--- src/rtl/serial_pattern_detector.sv ---
// Tick-sampled LEN-bit window detector: registered 1-clk match strobe (1 clk after the tick edge), HOLD-tick LED stretcher.
// No backpressure (din is sampled on every tick); optional HIT_COUNT_EN adds a saturating 8-bit match counter on hit_cnt.
module serial_pattern_detector #(
  parameter int             LEN     = 4,
  parameter logic [LEN-1:0] PATTERN = 4'b1011,
  parameter int             HOLD    = 3
) (
  input  logic       clk,
  input  logic       rst,
  input  logic       tick,
  input  logic       din,
  output logic       match,
  output logic       led,
  output logic [7:0] hit_cnt
);

  localparam int             FW        = $clog2(LEN + 1);
  localparam logic [FW-1:0]  FILL_FULL = FW'(LEN);
  localparam logic [7:0]     HOLD_V    = 8'(HOLD);

  logic [LEN-1:0] win_q, win_d;
  logic [FW-1:0]  fill_q, fill_d;
  logic           match_q, match_d;
  logic [7:0]     cnt_q, cnt_d;

  always_comb begin
    win_d   = win_q;
    fill_d  = fill_q;
    match_d = 1'b0;
    cnt_d   = cnt_q;
    if (tick) begin
      win_d = {win_q[LEN-2:0], din};
      if (fill_q != FILL_FULL) fill_d = fill_q + 1'b1;
      // The fill guard counts the sample taken on this very edge.
      match_d = (fill_d == FILL_FULL) && (win_d == PATTERN);
    end
    // Reload beats decrement, so a re-trigger restarts the full hold.
    if (match_d) begin
      cnt_d = HOLD_V;
    end else if (tick && (cnt_q != 8'd0)) begin
      cnt_d = cnt_q - 1'b1;
    end
  end

  always_ff @(posedge clk) begin
    if (rst) begin
      win_q   <= '0;
      fill_q  <= '0;
      match_q <= 1'b0;
      cnt_q   <= 8'd0;
    end else begin
      win_q   <= win_d;
      fill_q  <= fill_d;
      match_q <= match_d;
      cnt_q   <= cnt_d;
    end
  end

  assign match = match_q;
  assign led   = (cnt_q != 8'd0);

`ifdef HIT_COUNT_EN
  logic [7:0] hit_q, hit_d;

  always_comb begin
    hit_d = hit_q;
    if (match_q && (hit_q != 8'hFF)) hit_d = hit_q + 1'b1;
  end

  always_ff @(posedge clk) begin
    if (rst) hit_q <= 8'd0;
    else     hit_q <= hit_d;
  end

  assign hit_cnt = hit_q;
`else
  assign hit_cnt = 8'h00;
`endif

endmodule

--- config.mk ---
export PLATFORM = sky130hd
export DESIGN_NAME = serial_pattern_detector
export DESIGN_NICKNAME = d
export VERILOG_FILES = /design/src/rtl/serial_pattern_detector.sv
export SDC_FILE = /design/constraint.sdc
export NUM_CORES = 1
export LEC_CHECK = 0
export CORE_MARGIN = 2
export CORE_UTILIZATION = 25
export CTS_BUF_LIST = sky130_fd_sc_hd__clkbuf_16
export DETAILED_ROUTE_END_ITERATION = 8
export GPL_TIMING_DRIVEN = 1
export SLEW_MARGIN = 20
export SYNTH_ARGS = -nofsm -noshare
export SYNTH_HDL_FRONTEND = slang
export SYNTH_SLANG_ARGS = --single-unit
--- constraint.sdc ---
create_clock -name clk -period 2.2 [get_ports clk]
set_clock_uncertainty 0.15 [all_clocks]
set_input_delay 0.66 -clock clk [delete_from_list [all_inputs] [get_ports clk]]
set_output_delay 0.66 -clock clk [all_outputs]
set_load 0.01 [all_outputs]
Word level (Yosys, flattened, before mapping)
Cells that the tools add are included.

word-level totals
  flip-flop bits (word level) = 15
  input bits = 4

operators by class
  $add $sub $neg = 2
  equality and inequality tests = 3
  multiplexer cells = 5
  reductions and logical operators = 5

operators by type and width
  operator                                           count
  nonzero test 8 bit                                 1
  subtractor 8 x 1 -> 8 bit (second input constant)  1
  two-way mux 3 bit                                  2
  equality test 4 bit (second input constant)        1
  two-way mux 2 bit                                  2
  adder 3 x 1 -> 3 bit (second input constant)       1
  equality test 3 bit (second input constant)        1
  inequality test 3 bit (second input constant)      1
  logical AND 1 bit                                  2
  nonzero test 2 bit                                 1
  OR reduction 2 bit                                 1
  two-way mux 1 bit                                  1

Logic depth before layout (Yosys ltp)
  word-level depth = 7
  gate-level depth with buffers = 6
  mapped depth without buffers = 6

Worst setup path before layout
No wires, ideal clock.

  path type = register to output
  start point = reg cnt_q[0]
  end point = out led
  arrival = 1,053 ps
  data required time = 1,390 ps
  setup slack = 337 ps
  cell stages (with the launch flop) = 5
  buffers on the path = 0
  cell sequence = dfxtp_1 -> inv_1 -> ha_1 -> nor3b_2 -> nand2_1

on the way
  longest elaborated chain between the ends = 1

ends and longest elaborated chain
  what                    line  text
  start, declared         24    logic [7:0] cnt_q, cnt_d;
  start signal, assigned  55    cnt_q <= cnt_d;
  nonzero test 8 bit      60    assign led = (cnt_q != 8'd0);
  end, declared           13    output logic led,

No other way between the ends.

Worst setup path after layout
  start point = in tick
  end point = reg cnt_q[3]

on the way
  longest elaborated chain between the ends = 2

ends and longest elaborated chain
  what                                 line  text
  start, declared                      10    input logic tick,
  two-way mux 1 bit                    31    if (tick) begin
  OR reduction 2 bit (no source line)  --

Parallel ways exist; a longest one is shown, timed or not.
A chain may end at the register's enable or synchronous reset.

==> summary.log <==
[cells_and_area] final-layout fill cell count 360
[place] number of input and output port buffers inserted 5
[place] total half-perimeter wirelength after legalization and detailed placement 1.14 mm
[timing] Final Max Slew Viols 0
[run] number of maximum-capacitance violations 0
[global_routing] met2 Use GR 13.8%
[setup_path] Data arrival, critical path 2.06 ns
[setup_path] Critical Path Source Type input pin
[detailed_routing] post-route antenna net violation count 0
[global_routing] number of global-route vias before repair 609
[setup_path] critical-path maximum fanout 5
[global_routing] wire length of the first global-routing pass 2.59 mm
[die] area inside the core boundary 3340 um2
[synthesis] Ys Warns 0
[clocking] clock latency of the later-clocked register in the worst-skew pair 0.25 ns
[cells_and_area] share of layout cells above drive strength 1 25.2%
[clocking] maximum clock insertion buffer count 2
[detailed_routing] Wirelength per Cell 9.39 um
[die] Initial Utilization 25.8%
[synthesis] post-synthesis instance total 90
[pwr] fraction of power spent switching nets 35.3%
[die] Die W 62.7 um
[synthesis] main combinational cell family by area after synthesis simple AND/OR/NAND/NOR gates
[pwr] power spent charging and discharging nets 0.544 mW
[clocking] post-CTS setup-driven buffer insertion count 0
[clocking] clk root buf clkbuf_16
[global_routing] pin count of the biggest net entering global routing 10
[detailed_routing] Detailed Route Iter0 Violations 58
[die] die span in y 62.7 um
[die] area enclosed by the die boundary 3930 um2
[synthesis] synthesized-area fraction occupied by ao, oa, aoi and oai cells 10.7%
[synthesis] arithmetic-cell share of the synthesized area counting full adders, half adders and majority gates 5.81%
[synthesis] total standard cell area after synthesis 862 um2
[synthesis] synthesized-area fraction occupied by xor and xnor cells 6.10%
[die] number of I/O pins 14
[synthesis] flops & latches, synth 15
[place] final estimated routing congestion in global placement 0.776
[setup_path] required time of the worst setup path 2.19 ns
[timing] final critical-path share of the clock period 94.0%
[pwr] highest ir drop seen on vdd 0.292 mV
[global_routing] global-route met1 utilization 9.36%
[synthesis] sequential-to-total area share from yosys stat 34.8%
[global_routing] GRT Total Usage 8.53%
[setup_path] Worst Path Class, Setup input pin to register
[timing] timing-limited maximum frequency 0.484 GHz
[clocking] number of buffers created by CTS 3
[clocking] Hold Buf Count CTS 0
[status] outcome complete, no violations
[min_path] class of the most critical hold timing path register to register
[detailed_routing] via-per-instance ratio 4.04
[global_routing] global routing met3 resource utilization 2.88%
[setup_path] critical path endpoint category register
[timing] Worst Hold Slack 0.345 ns
[synthesis] average footprint of a synthesized cell 9.58 um2
[pwr] Power Density 1420 nW/um2
[timing] number of setup violations in the final report 0
[cells_and_area] synthesis-to-layout area growth 26.1%
[clocking] TritonCTS clock tree built
[die] FP Rows 21
[detailed_routing] Total Routed Length 1.44 mm
[cells_and_area] net count of the finished layout 116
[global_routing] overflow left after global routing 0
[cells_and_area] diode insertion count for antenna repair 0
[pwr] cell internal power dissipation 0.998 mW
[synthesis] simple logic cell fraction of the synthesized area 22.1%
[timing] Sum Neg Setup Slack 0 ns
[clocking] number of sinks handled by clock tree synthesis 15
[global_routing] number of antenna violations at the first check in global routing 0
[pwr] clock network power share 23.3%
[global_routing] global-route layer with the greatest usage met2
[clocking] number of H-tree branching levels 1
[clocking] clock transition at the registers of the reported paths 0.05 ns
[pwr] part of the total power dissipated in sequential elements 27.4%
[detailed_routing] number of design rule violations left after detail routing 0
[detailed_routing] number of vias in the routed layout 618
[synthesis] number of unique standard cell types used by synthesis 32
[timing] RSZ-0062 raised after global routing no
[pwr] total power consumption of the routed design 1.54 mW
[pwr] Comb pwr share 49.3%
[timing] time the final worst path needs with I/O delays and setup 2.07 ns
[pwr] leakage power summed over all cells 0.473 nW
[synthesis] proportion of synthesized area in mux cells 8.71%
[detailed_routing] Pre-antenna DRT Iters 4
[timing] Final Hold Fails 0
-- state kept, by name (all words and copies together), names as in the netlist --
name,cells
cnt_q,8
fill_q,3
win_q,3
match,1
-- worst paths after layout --
check                   startpoint                    end  slack, ns  cells after the start
max                           tick  cnt_q[3]$_SDFFE_PP0P_       0.13                      5
min reg2reg  win_q[2]$_SDFFE_PP0P_  win_q[2]$_SDFFE_PP0P_       0.35                      2
max reg2reg  cnt_q[1]$_SDFFE_PP0P_  cnt_q[4]$_SDFFE_PP0P_       0.35                      7
min          win_q[2]$_SDFFE_PP0P_  win_q[2]$_SDFFE_PP0P_       0.35                      2
-- routing by layer --
metal | vias up | wire [um] | part of all wire, %
met5 | - | 0 | 0
met4 | 0 | 38 | 2.6
met3 | 3 | 50 | 3.5
met2 | 9 | 705 | 49
met1 | 284 | 642 | 45
li1 | 322 | - | -
-- synth_stat cells --
| master | instances | area (um2) |
|---|---|---|
| o21ai_0 | 1 | 5.00 |
| nand3b_1 | 1 | 7.51 |
| inv_1 | 6 | 22.5 |
| a2111oi_1 | 1 | 10.0 |
| mux2_4 | 1 | 15.0 |
| nor3b_2 | 2 | 25.0 |
| nor3b_1 | 1 | 7.51 |
| nand2_1 | 4 | 15.0 |
| nor3_1 | 1 | 5.00 |
| mux2i_1 | 6 | 60.1 |
| nand4b_1 | 1 | 8.76 |
| nor4_4 | 1 | 21.3 |
| clkbuf_1 | 1 | 3.75 |
| o41ai_4 | 1 | 27.5 |
| nor2_1 | 14 | 52.6 |
| o21ai_2 | 1 | 8.76 |
| a21boi_2 | 1 | 11.3 |
| buf_4 | 8 | 60.1 |
| conb_1 | 1 | 3.75 |
| nand2_2 | 1 | 6.26 |
| ha_1 | 4 | 50.1 |
| a21oi_1 | 3 | 15.0 |
| or4b_4 | 1 | 13.8 |
| nand2b_1 | 1 | 6.26 |
| o211ai_1 | 1 | 7.51 |
| nand3_1 | 1 | 5.00 |
| a211oi_1 | 1 | 7.51 |
| nor2_2 | 1 | 6.26 |
| buf_6 | 1 | 11.3 |
| dfxtp_1 | 15 | 300 |
| xnor2_1 | 6 | 52.6 |
| or4b_1 | 1 | 10.0 |
-- critical path: stages --
cell	delay (ns)
clkdlybuf4s50_1	0.56
or4b_1	0.45
a21oi_1	0.18
xnor2_1	0.15
nor2_1	0.05
-- cell type report --
| type | count | area (um2) | share of cell area [%] |
|---|---|---|---|
| clock buffers | 3 | 75.1 | 6.90 |
| clock inverters | 1 | 5.00 | 0.460 |
| inverters | 6 | 22.5 | 2.07 |
| multi-input cells | 66 | 499 | 45.9 |
| flip-flops and latches | 15 | 300 | 27.6 |
| well taps | 46 | 57.6 | 5.29 |
| repair buffers | 16 | 128 | 11.7 |
-- through the flow --
stage | instance area [um2] | cells | setup WS, ns | util, %
after floorplan | 888 | 97 | 0.337 | -
after global placement | 1000 | 149 | -0.0821 | 30.1
after detailed placement | 1000 | 149 | -0.116 | 30.1
after CTS | 1090 | 153 | 0.0448 | 32.7
after global routing | 1090 | 153 | 0.0228 | 32.6
final | 1090 | 153 | 0.132 | 32.6
-- power groups by stage --
stage / clock network [mW] / registers, mW / logic (mW)
after floorplan: 0 / 0.420 / 0.517
after detailed placement: 0 / 0.423 / 0.770
final: 0.359 / 0.422 / 0.760
after CTS: 0.372 / 0.423 / 0.785
after global routing: 0.380 / 0.434 / 0.861
after global placement: 0 / 0.420 / 0.755
-- placed cells by master, fill, tap and decap left out, types with 3 or more instances in the layout --
cell             instances
ha_1                     3
xnor2_1                  6
conb_1                   8
nand2_1                  4
clkbuf_16                3
dfxtp_1                 15
a21oi_1                  3
clkdlybuf4s50_1          4
inv_1                    6
nor2_1                  14
mux2i_1                  6
buf_4                   11
-- repair_timing --
item,in CTS,in global routing
gates resized for setup,4,1
endpoints found under the setup margin,1,1
endpoints found under the hold margin,0,0
pin swaps,0,0
-- logic make-up (layout without fill, tap and decap cells) --
| logic type | after synthesis | count (layout) |
|---|---|---|
| and+or+nand+nor | 31 | 31 |
| buffers and inverters | 16 | 26 |
| DFF | 15 | 15 |
| AOI/OAI and AO/OA | 10 | 10 |
| muxes | 7 | 7 |
| xor gates and xnor gates | 6 | 6 |
| adders and majority gates | 4 | 4 |
| other | 1 | 8 |
Note: power is estimated with default switching activity, not from simulation.
